==> src/rtl/csa_resolve.sv <==
// Sequential carry-propagate adder that resolves a carry-save (sum, carry) pair into binary,
// CHUNK_LEN bits per cycle, with the inter-chunk carry held in a register.
module csa_resolve #(
  parameter int unsigned BIT_LEN   = 381,
  parameter int unsigned CHUNK_LEN = 64
) (
  input  logic               clk,
  input  logic               rst,
  input  logic               in_valid,
  output logic               in_ready,
  input  logic [BIT_LEN-1:0] sum_in,
  input  logic [BIT_LEN-1:0] carry_in,
  output logic               out_valid,
  input  logic               out_ready,
  output logic [BIT_LEN:0]   result
);

  localparam int unsigned NUM_CHUNKS = (BIT_LEN + CHUNK_LEN - 1) / CHUNK_LEN;
  localparam int unsigned PAD_LEN    = NUM_CHUNKS * CHUNK_LEN;
  // Width of the final (possibly narrow) chunk; its carry-out lands at this bit of the chunk sum.
  localparam int unsigned LAST_W     = BIT_LEN - (NUM_CHUNKS - 1) * CHUNK_LEN;
  localparam int unsigned IDX_W      = (NUM_CHUNKS > 1) ? $clog2(NUM_CHUNKS) : 1;
  localparam logic [IDX_W-1:0] LAST_IDX = IDX_W'(NUM_CHUNKS - 1);

  typedef enum logic [1:0] {
    StIdle,
    StBusy,
    StDone
  } state_e;

  state_e             state_q, state_d;
  logic               in_ready_q, in_ready_d;
  logic               out_valid_q, out_valid_d;
  logic [PAD_LEN-1:0] a_q, a_d;
  logic [PAD_LEN-1:0] b_q, b_d;
  logic               c_q, c_d;
  logic [IDX_W-1:0]   idx_q, idx_d;
  logic [BIT_LEN-1:0] res_q, res_d;
  logic               cout_q, cout_d;
  logic [CHUNK_LEN:0] chunk_sum;

  // Operands are shifted down each cycle, so the active chunk is always the low slice.
  // Padding above BIT_LEN is zero, so the narrow last chunk cannot pick up stray carries.
  always_comb begin
    chunk_sum = {1'b0, a_q[CHUNK_LEN-1:0]} + {1'b0, b_q[CHUNK_LEN-1:0]}
              + (CHUNK_LEN + 1)'(c_q);
  end

  always_comb begin
    state_d     = state_q;
    in_ready_d  = in_ready_q;
    out_valid_d = out_valid_q;
    a_d         = a_q;
    b_d         = b_q;
    c_d         = c_q;
    idx_d       = idx_q;
    res_d       = res_q;
    cout_d      = cout_q;

    unique case (state_q)
      StIdle: begin
        if (in_valid) begin
          a_d        = PAD_LEN'(sum_in);
          b_d        = PAD_LEN'(carry_in);
          c_d        = 1'b0;
          idx_d      = '0;
          state_d    = StBusy;
          in_ready_d = 1'b0;
        end
      end
      StBusy: begin
        for (int unsigned i = 0; i < BIT_LEN; i++) begin
          if (IDX_W'(i / CHUNK_LEN) == idx_q) begin
            res_d[i] = chunk_sum[i % CHUNK_LEN];
          end
        end
        a_d = a_q >> CHUNK_LEN;
        b_d = b_q >> CHUNK_LEN;
        c_d = chunk_sum[CHUNK_LEN];
        if (idx_q == LAST_IDX) begin
          cout_d      = chunk_sum[LAST_W];
          state_d     = StDone;
          out_valid_d = 1'b1;
        end else begin
          idx_d = idx_q + 1'b1;
        end
      end
      StDone: begin
        if (out_ready) begin
          state_d     = StIdle;
          out_valid_d = 1'b0;
          in_ready_d  = 1'b1;
        end
      end
      default: begin
        state_d     = StIdle;
        out_valid_d = 1'b0;
        in_ready_d  = 1'b1;
      end
    endcase
  end

  always_ff @(posedge clk) begin
    if (rst) begin
      state_q     <= StIdle;
      in_ready_q  <= 1'b1;
      out_valid_q <= 1'b0;
      a_q         <= '0;
      b_q         <= '0;
      c_q         <= 1'b0;
      idx_q       <= '0;
      res_q       <= '0;
      cout_q      <= 1'b0;
    end else begin
      state_q     <= state_d;
      in_ready_q  <= in_ready_d;
      out_valid_q <= out_valid_d;
      a_q         <= a_d;
      b_q         <= b_d;
      c_q         <= c_d;
      idx_q       <= idx_d;
      res_q       <= res_d;
      cout_q      <= cout_d;
    end
  end

  assign in_ready  = in_ready_q;
  assign out_valid = out_valid_q;
  assign result    = {cout_q, res_q};

endmodule
==> config.mk <==
export PLATFORM = sky130hd
export DESIGN_NAME = csa_resolve
export DESIGN_NICKNAME = d
export VERILOG_FILES = /design/src/rtl/csa_resolve.sv
export SDC_FILE = /design/constraint.sdc
export NUM_CORES = 2
export LEC_CHECK = 0
export ABC_AREA = 1
export CORE_AREA = 2 2 450 452
export DETAILED_ROUTE_END_ITERATION = 7
export DIE_AREA = 0 0 452 454
export GPL_ROUTABILITY_DRIVEN = 0
export SYNTH_ARGS = -nofsm -noshare
export SYNTH_HDL_FRONTEND = slang
export SYNTH_SLANG_ARGS = --single-unit
export TNS_END_PERCENT = 100
==> constraint.sdc <==
create_clock -name clk -period 2.71 [get_ports clk]
set_input_delay 0.542 -clock clk [delete_from_list [all_inputs] [get_ports clk]]
set_output_delay 0.542 -clock clk [all_outputs]
set_load 0.02 [all_outputs]
==> flow_metrics.py <==
metrics = {
    "critical_path": {
        "worstReg2RegStart": "a_q[55]",
        "startpoint": "a_q[55]",
        "end_kind": "register",
        "cp-start-kind": "register",
        "critPathRequiredTime_ns": 3.44,
        "crit_arrival_ns": 3.37,
        "cp_max_fo": 5,
        "critPathKind": "register to register",
    },
    "grt": {
        "grt_overflow": 0,
        "antenna_found_initial": 91,
        "grt_max_degree": 172,
        "grt_pass1_wl_um": 357000,
        "grt_pass1_vias": 51100,
        "grtUsageTotal": 0.239,
    },
    "clocking": {
        "cts_tree": "done",
        "h-tree-depth": 4,
        "clkLatencyLatePin_ns": 0.82,
        "cts_hold_buf": 0,
        "cts_sinks": 1152,
        "clk_pin_slew_worst_paths_ns": 0.06,
        "numCtsBuffers": 140,
        "root_buffer": "clkbuf_16",
        "clockBufferDepth": 3,
    },
    "placed_design": {
        "placed_cell_area_um2": 66800,
        "place_ws_ns": -1.29,
        "port_buffers": 1149,
        "hpwl_um": 201000,
    },
    "finish": {
        "area_growth_pct": 38.8,
        "final_core_utilization": 0.359,
        "fin_area_um2": 72000,
        "layout-drive-gt1-share": 0.0646,
        "finalNetCount": 9385,
        "fillers": 21200,
    },
    "yosys": {
        "async_flop_share": 0,
        "synth_warnings": 0,
        "syn_area_per_cell_um2": 6.86,
        "syn_nets": 8397,
        "syn_inst": 7561,
        "ys_seq_area_frac": 0.444,
        "ys_ff_latch": 1152,
        "synth_edf_count": 0,
        "synth_top_flop_cell": "dfxtp_1",
        "ys_types": 40,
        "netlist_area_um2": 51900,
    },
    "timing": {
        "max_freq_ghz": 0.379,
        "final_hold_viol_count": 0,
        "rsz0062_at_grt": "yes",
        "min_period_ns": 2.64,
        "worstMarginPinSlew_ns": 1.00,
        "slew_viol_final": 0,
        "slew_headroom": 0.331,
        "finalSetupViolations": 0,
        "period_share": 0.974,
        "fin_skew_ns": 0.0533,
        "setup_ws_ns": 0.0714,
    },
    "routing": {
        "drcViolationCount": 2,
        "first_iter_violations": 5756,
        "wire_per_inst_um": 22.6,
        "wl_um": 257000,
        "ant_nets": 0,
        "vias_per_cell": 4.85,
        "vias": 55200,
        "drtPass1Iterations": 8,
    },
    "die": {
        "initial_core_util": 0.258,
        "chipHeight_um": 454,
        "core_um2": 201000,
        "die_x_um": 452,
        "rows": 165,
        "io_pins": 1150,
        "dieArea_um2": 205000,
    },
    "power": {
        "peakVddDrop_uv": 546,
        "powerDensity_nw_per_um2": 682,
        "p_total_uw": 49100,
        "leakage_uw": 0.0312,
    },
    "outcome": {
        "violations": "design-rule violations",
        "outcome": "finished with violations",
    },
    "run": {
        "drv_cap": 0,
    },
    "worst_hold_path": {
        "hold_path.class": "input pin to register",
        "hold_start": "rst",
    },
}
==> path summary, 6_finish.rpt <==
check	cells after the start	slack [ns]	to
hold reg to reg	2	0.46	b_q[337]
hold / removal	4	0.26	a_q[50]
setup reg to reg	14	0.07	res_q[127]
setup / recovery	14	0.07	res_q[127]
==> critical path, cell delays in order, from the launching register on <==
cell and delay [ns]:
dfxtp_1 0.60, ha_1 0.39, nand2_1 0.10, inv_1 0.08, nand2_1 0.16, inv_1 0.08, nand2_1 0.16, inv_1 0.05
nand2_1 0.06, nand2_1 0.04, a21oi_1 0.18, nand3_1 0.33, nand3_1 0.22, nand2_1 0.06, inv_1 0.05
==> synthesized netlist by cell type, drive strengths merged (2+ instances only) <==
cell type  instances  area share
nand2           2368        0.17
dfxtp           1152        0.44
o21ai            813       0.078
inv              724       0.052
nor2             709       0.052
a31oi            634       0.076
clkbuf           277       0.020
nand3            247       0.025
buf              237       0.023
a21oi            197       0.019
ha                68       0.016
o21a              34      0.0049
o21bai            29      0.0042
xor2              25      0.0042
nor3              20      0.0028
o211ai             6     0.00087
nand4              4     0.00072
xnor2              4     0.00082
a211oi             3     0.00043
and2               3     0.00036
fa                 2     0.00077
nand3b             2     0.00029
nor4               2     0.00036
==> report_power, final <==
part | switching (uW) | leakage, uW | internal (uW)
registers | 1220 | 0.00948 | 18400
logic | 6120 | 0.0194 | 3690
clock network | 8300 | 0.00233 | 11300
==> per-stage QoR <==
stage	instances	hold WS, ns	TNS [ns]
6_report	11400	0.262	0
5_1_grt	11400	0.202	-0.0522
4_1_cts	11300	0.177	0
3_5_place_dp	11100	0.453	-5.74
3_3_place_gp	11100	0.448	-7.55
2_1_floorplan	7561	0.440	0
==> kinds of logic after synthesis <==
family | share of synthesized area
xor gates and xnor gates | 0.00504
adders and majority gates | 0.0172
buffers and inverters | 0.0955
AOI/OAI and AO/OA | 0.184
DFF | 0.444
and+or+nand+nor | 0.254
==> layout make-up <==
| cell class | instances | area, um2 | area share |
|---|---|---|---|
| Tap cell | 2672 | 3340 | 0.0464 |
| Inverter | 724 | 2760 | 0.0383 |
| Antenna cell | 58 | 145 | 0.00202 |
| Multi-Input combinational cell | 5171 | 24100 | 0.335 |
| Clock buffer | 200 | 4040 | 0.0561 |
| Sequential cell | 1152 | 23100 | 0.321 |
| Timing Repair Buffer | 1360 | 13700 | 0.191 |
| Clock inverter | 50 | 800 | 0.0111 |
==> per-layer routing <==
layer,up-vias,global-route usage,share of wire
li1,26500,-,-
met1,25600,0.284,0.39
met2,2516,0.392,0.47
met3,570,0.0431,0.071
met4,24,0.167,0.070
met5,-,0,0.00066
==> layout by cell type (no fill, tap or decap), types with 31 or more instances in the layout <==
cell type	n
nand3_1	219
buf_12	52
nand2_1	2334
a31oi_1	633
a21oi_1	196
buf_4	159
ha_1	63
nor2_1	701
o21a_1	34
nand2_2	34
diode_2	58
dfxtp_1	1132
o21ai_0	808
clkdlybuf4s50_1	1148
clkbuf_16	140
clkbuf_8	31
inv_1	715
==> repair_timing <==
action / 4_1_cts / 5_1_grt
pin swaps: 1 / 1
buffers inserted: 0 / 1
endpoints found under the setup margin: 46 / 194
resized for setup: 13 / 63
==> flip-flops by register name, indices dropped and copies added (netlist names) <==
signal	flops
b_q	381
c_q	1
idx_q	3
a_q	381
res_q	381
in_ready	1
out_valid	1
state_q	2
cout_q	1
No activity file was read; power rests on OpenSTA's default activity.
